--- src/rtl/pc_fetch_unit.sv ---
// pc_fetch_unit
// Fetches one instruction word at a time from instruction memory, holds it
// for the execute stage until it is retired, then advances the program
// counter from the decoder-selected next-PC source.
//
//   state    | meaning
//   ---------+-----------------------------------------------------------
//   ST_IDLE  | no request outstanding, no instruction held; waits for enable
//   ST_FETCH | read request to imem at pc, waiting for imem_ready
//   ST_ISSUE | instruction captured and valid, waiting for instr_done
//
// All outputs except opcode come straight from flops. The request address is
// loaded together with the request itself, so imem_addr always equals pc
// whenever imem_req is high.

module pc_fetch_unit (
    input  logic        clk,
    input  logic        rst,
    input  logic        fetch_enable,
    output logic        imem_req,
    output logic [11:0] imem_addr,
    input  logic        imem_ready,
    input  logic [18:0] imem_rdata,
    output logic [18:0] instr,
    output logic [5:0]  opcode,
    output logic        instr_valid,
    input  logic        instr_done,
    input  logic        sel_PCSrc_plus1,
    input  logic        sel_PCSrc_offset,
    input  logic        sel_PCSrc_const,
    input  logic        branch_taken,
    output logic [11:0] pc,
    output logic        pc_sel_err
);

    typedef enum logic [1:0] {
        ST_IDLE  = 2'b00,
        ST_FETCH = 2'b01,
        ST_ISSUE = 2'b10
    } state_t;

    state_t      state_q;
    logic [11:0] pc_q;
    logic [18:0] instr_q;
    logic        instr_valid_q;
    logic        imem_req_q;
    logic [11:0] imem_addr_q;
    logic        pc_sel_err_q;

    logic [11:0] pc_plus1;
    logic [11:0] branch_off;
    logic [11:0] next_pc_d;
    logic        sel_bad_d;
    logic        retire;

    assign retire = (state_q == ST_ISSUE) && instr_done;

    // Next-PC candidates; 12-bit adders wrap naturally modulo 4096.
    assign pc_plus1   = pc_q + 12'd1;
    assign branch_off = {{4{instr_q[7]}}, instr_q[7:0]};

    // Next-PC mux; anything other than exactly one select falls back to pc+1
    // and is flagged as an illegal selection.
    always_comb begin
        next_pc_d = pc_plus1;
        sel_bad_d = 1'b0;
        case ({sel_PCSrc_plus1, sel_PCSrc_offset, sel_PCSrc_const})
            3'b100: next_pc_d = pc_plus1;
            3'b010: next_pc_d = branch_taken ? (pc_plus1 + branch_off) : pc_plus1;
            3'b001: next_pc_d = instr_q[11:0];
            default: begin
                next_pc_d = pc_plus1;
                sel_bad_d = 1'b1;
            end
        endcase
    end

    // Fetch/issue sequencer with registered memory request and issue outputs.
    always_ff @(posedge clk or posedge rst) begin
        if (rst) begin
            state_q       <= ST_IDLE;
            pc_q          <= 12'd0;
            instr_q       <= 19'd0;
            instr_valid_q <= 1'b0;
            imem_req_q    <= 1'b0;
            imem_addr_q   <= 12'd0;
        end else begin
            case (state_q)
                ST_IDLE: begin
                    instr_valid_q <= 1'b0;
                    if (fetch_enable) begin
                        state_q     <= ST_FETCH;
                        imem_req_q  <= 1'b1;
                        imem_addr_q <= pc_q;
                    end else begin
                        imem_req_q  <= 1'b0;
                    end
                end

                // A started fetch always runs to completion, even if the
                // enable drops meanwhile.
                ST_FETCH: begin
                    if (imem_ready) begin
                        state_q       <= ST_ISSUE;
                        instr_q       <= imem_rdata;
                        instr_valid_q <= 1'b1;
                        imem_req_q    <= 1'b0;
                    end
                end

                // Memory is ignored here; instr stays frozen until retire.
                ST_ISSUE: begin
                    if (instr_done) begin
                        pc_q          <= next_pc_d;
                        instr_valid_q <= 1'b0;
                        if (fetch_enable) begin
                            state_q     <= ST_FETCH;
                            imem_req_q  <= 1'b1;
                            imem_addr_q <= next_pc_d;
                        end else begin
                            state_q     <= ST_IDLE;
                            imem_req_q  <= 1'b0;
                        end
                    end
                end

                default: begin
                    state_q       <= ST_IDLE;
                    instr_valid_q <= 1'b0;
                    imem_req_q    <= 1'b0;
                end
            endcase
        end
    end

    // Sticky illegal-select flag, only evaluated on an actual retire.
    always_ff @(posedge clk or posedge rst) begin
        if (rst) begin
            pc_sel_err_q <= 1'b0;
        end else if (retire && sel_bad_d) begin
            pc_sel_err_q <= 1'b1;
        end
    end

    assign imem_req    = imem_req_q;
    assign imem_addr   = imem_addr_q;
    assign instr       = instr_q;
    assign opcode      = instr_q[18:13];
    assign instr_valid = instr_valid_q;
    assign pc          = pc_q;
    assign pc_sel_err  = pc_sel_err_q;

endmodule

--- config.mk ---
export PLATFORM = sky130hd
export DESIGN_NAME = pc_fetch_unit
export DESIGN_NICKNAME = d
export VERILOG_FILES = /design/src/rtl/pc_fetch_unit.sv
export SDC_FILE = /design/constraint.sdc
export NUM_CORES = 1
export LEC_CHECK = 0
export CAP_MARGIN = 20
export CORE_MARGIN = 1
export CORE_UTILIZATION = 53
export CTS_CLUSTER_SIZE = 40
export DETAILED_ROUTE_END_ITERATION = 6
export PLACE_DENSITY = 0.86
export SYNTH_ARGS = -nofsm -noshare
export SYNTH_HDL_FRONTEND = slang
export SYNTH_SLANG_ARGS = --single-unit
export TNS_END_PERCENT = 20
--- constraint.sdc ---
create_clock -name clk -period 6.46 [get_ports clk]
set_input_delay 1.292 -clock clk [delete_from_list [all_inputs] [get_ports clk]]
set_output_delay 1.292 -clock clk [all_outputs]
set_load 0.05 [all_outputs]
==> results.sh, run 1 <==
export IMPL_status="finished, final reports clean"
export IMPL_cts_setup_buffers=0
export IMPL_cts_buffers=5
export IMPL_num_rows=27
export IMPL_mostFrequentLayoutCells="clkdlybuf4s50_1 (79), dfrtp_1 (48), nand2_1 (26), a21oi_1 (26), o21ai_0 (24)"
export IMPL_detail_route_antenna_nets=0
export IMPL_grtUsageTotal=0.260
export IMPL_io_buffers=79
export IMPL_start_util=0.548
export IMPL_path_common_cell="nor2_1"
export IMPL_clk_pin_slew_ns=0.09
export IMPL_cp_cell_sequence="clkdlybuf4s50_1, nand2b_1, nor2_1, nor2_1, a22o_1, a21oi_1, o21ai_0"
export IMPL_ys_ff_latch=48
export IMPL_synth_edf_count=0
export IMPL_placed_cells=444
export IMPL_fmax_ghz=0.298
export IMPL_dieWidth_microns=77.5
export IMPL_synth_area_sq_mm=0.00302
export IMPL_root_buffer="clkbuf_8"
export IMPL_clockBufferDepth=2
export IMPL_cp_start_kind="input pin"
export IMPL_maxSlewViolCount=0
export IMPL_clkLatencyLatePin_ns=0.31
export IMPL_fp_dieH_microns=77.5
export IMPL_grt_pass1_vias=2541
export IMPL_critPathArrivalTime_ns=3.52
export IMPL_final_nets=424
export IMPL_antenna_found_initial=0
export IMPL_finClkSkew_ns=0.00779
export IMPL_path_depth=7
export IMPL_crit_end="pc[8]"
export IMPL_final_common_cell="clkdlybuf4s50_1"
export IMPL_cp_top_family="simple AND/OR/NAND/NOR gates"
export IMPL_avgSynthCellArea_sq_um=9.71
export IMPL_wl_per_cell_microns=16.5
export IMPL_worst_pin_slew_ns=1.00
export IMPL_synth_ff_type="dfrtp_1"
export IMPL_criticalPathCategory="input pin to flip-flop"
export IMPL_dr_pass1_iters=6
export IMPL_fill_cells=416
export IMPL_vias=2633
export IMPL_critical_path_endpoint_type="flip-flop"
export IMPL_cp_slowest_stage_delay_ns=0.69
export IMPL_holdBufCountCts=0
export IMPL_multi_input_area_sq_mm=0.00169
export IMPL_rrSetupSlack_ns=3.26
export IMPL_r2r_end="imem_addr[10]"
export IMPL_synth_fp_nets=355
export IMPL_gp_congestion=0.851
export IMPL_syn_inst=311
export IMPL_fin_hold_ws_ns=0.494
export IMPL_core_sq_mm=0.00551
export IMPL_viasPerCell=5.83
export IMPL_hold_path_class="flip-flop to flip-flop"
export IMPL_dp_hpwl_mm=5.42
export IMPL_synthToLayoutAreaGrowth_pct=29.4
export IMPL_async_reset_ff_frac=1.00
export IMPL_diodes=0
export IMPL_crit_path_start="sel_PCSrc_const"
export IMPL_hold_start="pc_sel_err"
export IMPL_yosysWarningCount=0
export IMPL_drive_above_1_share=0.105
export IMPL_cts_tree="yes"
export IMPL_cap_violations=0
export IMPL_worst_path_buf_inv=1
export IMPL_finalHoldViolations=0
export IMPL_grt_pass1_wl_mm=12.3
export IMPL_cpMaxStageDelayCell="nor2_1"
export IMPL_crit_fanout=12
export IMPL_drc_errors=0
export IMPL_rsz0062_at_grt="no"
export IMPL_fin_cells=452
export IMPL_post_cts_resized=0
export IMPL_io_pins=80
export IMPL_dr_first_iter_drc_count=185
export IMPL_ys_seq_area_frac=0.398
export IMPL_cts_sinks=48
export IMPL_cts_htree_levels=2
export IMPL_seqCellArea_sq_mm=0.00120
export IMPL_final_setup_viol_count=0
export IMPL_grt_overflow_total=0
export IMPL_slew_headroom=0.329
export IMPL_wl_mm=7.46
export IMPL_ff2ff_path_depth=11
export IMPL_required_ns=6.62
export IMPL_r2r_start="pc[0]"
export IMPL_finalCritPeriodShare=0.520
export IMPL_grt_max_degree=49
export IMPL_die_area_sq_mm=0.00600
export IMPL_finalSetupTns_ns=0
export IMPL_synth_cell_types=53
export IMPL_fin_crit_ns=3.36
## flip-flops by register name, summed over array words and instances, names as in the netlist
signal and cells:
imem_addr 12, state_q 2, instr_valid 1, imem_req 1, pc 12, pc_sel_err 1, instr 19
## synth_stat cells (2+ instances only)
library cell,count,share of area
nor2b_1,3,0.0062
buf_2,3,0.0050
xor2_1,6,0.017
a22o_1,6,0.017
xnor2_1,11,0.032
ha_1,15,0.062
clkbuf_1,9,0.011
a211oi_1,6,0.015
nand2b_1,5,0.010
mux2_2,22,0.082
or3_1,9,0.019
buf_4,6,0.015
a221oi_1,2,0.0058
nor3_1,2,0.0033
nor2_1,17,0.021
a21o_1,6,0.015
nand3_1,6,0.0099
nand3b_1,2,0.0050
o211ai_1,2,0.0050
and4_1,2,0.0058
o21ai_0,24,0.040
a31oi_1,2,0.0041
inv_1,10,0.012
and3_1,2,0.0041
a21oi_1,26,0.043
nand2_1,26,0.032
dfrtp_1,48,0.40
o22ai_1,2,0.0041
mux2i_1,3,0.0099
o22a_1,2,0.0058
o21ai_1,4,0.0066
## through the flow
step            util  setup slack, ns  instance area, sq um
2_1_floorplan      -             3.35                  3020
6_report       0.710             3.10                  3910
5_1_grt        0.710             2.96                  3910
3_5_place_dp   0.691             2.80                  3810
3_3_place_gp   0.691             2.92                  3810
4_1_cts        0.706             3.15                  3890
## cells by family after synthesis
group,Yosys count,synth area share
multiplexers,25,0.0920
AND/OR/NAND/NOR,80,0.136
AO/OA/AOI/OAI,97,0.213
adder cells (fa/ha/maj),16,0.0688
buffers and inverters,28,0.0435
flip-flops,48,0.398
XOR/XNOR,17,0.0493
## per-layer routing
layer | up-vias | GRT usage | wire length, microns
met2 | 110 | 0.428 | 3540
li1 | 1271 | - | -
met1 | 1236 | 0.341 | 3280
met5 | - | 0 | 0
met4 | 0 | 0.0698 | 131
met3 | 16 | 0.0647 | 503
## worst register-to-register path, delay by kind of cell (launching register included)
kind                       cells  cell delay, ns
adders and majority gates      2            0.65
AOI/OAI and AO/OA              5            1.09
DFF                            1            0.48
muxes                          1            0.33
xor gates and xnor gates       1            0.30
and+or+nand+nor                1            0.07
buffers and inverters          1            0.13
## cell type report
class | instances | area share
inverters | 10 | 0.00961
flip-flops and latches | 48 | 0.307
repair buffers | 80 | 0.207
clock buffers | 5 | 0.0176
well taps | 72 | 0.0231
clock inverters | 2 | 0.00320
multi-input cells | 235 | 0.432
## how the worst min path moves through the flow
stage	end	slack, ns	cells after the start
floorplan	state_q[1]	0.62	2
global placement	pc_sel_err	0.47	1
detailed placement	imem_addr[1]	0.47	1
CTS	pc_sel_err	0.50	1
global route	imem_addr[0]	0.52	1
finish	pc_sel_err	0.49	1
Power of run 1 is not shown: default switching activity piles up to over one toggle a cycle in this logic, so the estimate is an artifact.
==> inputs of run 2 (changes only) <==
--- a/config.mk
+++ b/config.mk
@@ -7,10 +7,10 @@
 export LEC_CHECK = 0
 export CAP_MARGIN = 20
 export CORE_MARGIN = 1
-export CORE_UTILIZATION = 53
+export CORE_UTILIZATION = 44
 export CTS_CLUSTER_SIZE = 40
 export DETAILED_ROUTE_END_ITERATION = 6
-export PLACE_DENSITY = 0.86
+export PLACE_DENSITY = 0.76
 export SYNTH_ARGS = -nofsm -noshare
 export SYNTH_HDL_FRONTEND = slang
 export SYNTH_SLANG_ARGS = --single-unit
==> constraint.sdc (replaced) <==
create_clock -name clk -period 3.01 [get_ports clk]
set_input_delay 0.602 -clock clk [delete_from_list [all_inputs] [get_ports clk]]
set_output_delay 0.602 -clock clk [all_outputs]
set_load 0.05 [all_outputs]
==> run 2 against run 1 <==
  * Critical endpoint is now imem_addr[11]
  * Clock skew rose by 0.00054 ns
  * Register-to-register slack got worse by 3.1 ns
  * Hold slack is essentially flat
  * Highest routed layer unchanged
  * The flow now finishes with violations (DRC)
  * Design area grew 5.8%
  * Critical path depth increased by 5
==> results.sh, run 2 (synthesis gave the netlist of run 1 again) <==
export IMPL_status="finished with violations"
export IMPL_violations="DRC"
export IMPL_die_area_sq_mm=0.00720
export IMPL_root_buffer="clkbuf_8"
export IMPL_cts_sinks=48
export IMPL_critPathArrivalTime_ns=3.10
export IMPL_crit_fanout=5
export IMPL_whs_path_depth=1
export IMPL_drc_errors=2
export IMPL_grt_pass1_vias=2665
export IMPL_viasPerCell=5.71
export IMPL_drive_above_1_share=0.168
export IMPL_holdBufCountCts=0
export IMPL_hold_start="pc_sel_err"
export IMPL_final_nets=437
export IMPL_cap_violations=0
export IMPL_grt_pass1_wl_mm=12.7
export IMPL_worst_pin_slew_ns=0.696
export IMPL_start_util=0.465
export IMPL_grt_max_degree=32
export IMPL_slew_headroom=0.535
export IMPL_critical_path_endpoint_type="flip-flop"
export IMPL_detail_route_antenna_nets=0
export IMPL_wl_per_cell_microns=16.6
export IMPL_ff2ff_path_depth=12
export IMPL_io_pins=80
export IMPL_hold_path_class="flip-flop to flip-flop"
export IMPL_fill_cells=548
export IMPL_seqCellArea_sq_mm=0.00121
export IMPL_vias=2689
export IMPL_post_place_ws_ns=0.00714
export IMPL_io_buffers=79
export IMPL_diodes=0
export IMPL_clkLatencyLatePin_ns=0.31
export IMPL_gp_congestion=0.853
export IMPL_fp_dieH_microns=84.8
export IMPL_postLayoutCellArea_sq_mm=0.00413
export IMPL_fin_hold_ws_ns=0.494
export IMPL_dp_hpwl_mm=5.76
export IMPL_mostFrequentLayoutCells="clkdlybuf4s50_1 (79), dfrtp_1 (44), nand2_1 (26), a21oi_1 (26), o21ai_0 (24)"
export IMPL_dieWidth_microns=84.8
export IMPL_required_ns=3.21
export IMPL_final_common_cell="clkdlybuf4s50_1"
export IMPL_r2r_end="imem_addr[11]"
export IMPL_num_rows=29
export IMPL_multi_input_area_sq_mm=0.00176
export IMPL_grt_overflow_total=0
export IMPL_largest_register_ff_count=19
export IMPL_antenna_found_initial=0
export IMPL_final_setup_viol_count=0
export IMPL_finalHoldViolations=0
export IMPL_maxSlewViolCount=0
export IMPL_finalSetupTns_ns=0
export IMPL_placed_cell_area_sq_mm=0.00390
export IMPL_cp_start_kind="flip-flop"
export IMPL_finalCritPeriodShare=0.962
export IMPL_setup_slack_ns=0.113
export IMPL_clk_pin_slew_ns=0.10
export IMPL_clockBufferDepth=2
export IMPL_worst_hold_path_endpoint="pc_sel_err"
export IMPL_r2r_start="pc[1]"
export IMPL_criticalPathCategory="flip-flop to flip-flop"
export IMPL_grtUsageTotal=0.222
export IMPL_rrSetupSlack_ns=0.11
export IMPL_dr_pass1_iters=6
export IMPL_dr_first_iter_drc_count=146
export IMPL_wl_mm=7.82
export IMPL_cts_buffers=5
export IMPL_synthToLayoutAreaGrowth_pct=36.9
export IMPL_fmax_ghz=0.345
export IMPL_core_sq_mm=0.00649
export IMPL_fin_crit_ns=2.90
export IMPL_cts_htree_levels=2
export IMPL_cts_tree="yes"
export IMPL_finClkSkew_ns=0.00833
run 2: area by class of cell:
cell class / count / share of cell area
Multi-Input combinational cell: 235 / 0.426
Sequential cell: 48 / 0.292
Timing Repair Buffer: 93 / 0.217
Tap cell: 77 / 0.0233
Clock buffer: 5 / 0.0166
Clock inverter: 3 / 0.0166
Inverter: 10 / 0.00908
run 2: critical path, stage by stage (launching register included):
cell and delay (ns):
dfrtp_2 0.47, ha_4 0.20, nand3_1 0.11, xor2_2 0.19, inv_1 0.06, ha_1 0.34, a21oi_1 0.22, o21ai_2 0.11
a31o_4 0.27, and3_4 0.17, a311o_1 0.34, mux2i_1 0.21, a21oi_1 0.10
run 2: worst max-delay path by stage:
stage | depth (start not counted) | startpoint | slack (ns) | end
2_1_floorplan | 11 | pc[2] | 0.02 | imem_addr[10]
4_1_cts | 12 | pc[1] | 0.02 | imem_addr[11]
3_3_place_gp | 11 | pc[1] | 0.10 | pc[10]
5_1_grt | 11 | pc[1] | -0.05 | imem_addr[11]
6_report | 12 | pc[1] | 0.11 | imem_addr[11]
3_5_place_dp | 11 | pc[1] | 0.007 | pc[10]
run 2: metal layers:
layer / vias to the layer above / part of all wire / GRT usage / routed length, microns
met5: - / 0 / 0 / 0
met4: 0 / 0.0083 / 0.0308 / 65
met3: 6 / 0.068 / 0.0545 / 529
met2: 102 / 0.49 / 0.377 / 3830
li1: 1289 / - / - / -
met1: 1292 / 0.43 / 0.295 / 3400
run 2: repair_timing:
action	CTS	global route
pin swaps	0	2
endpoints found under the setup margin	2	4
gates resized for setup	1	12
buffers inserted	0	3
run 2: stage by stage:
stage / std cells / utilization
after floorplan: 311 / -
after global placement: 460 / 0.600
after detailed placement: 460 / 0.600
after CTS: 468 / 0.622
after global routing: 471 / 0.636
final: 471 / 0.636
Power of run 2 is left out for the same reason.
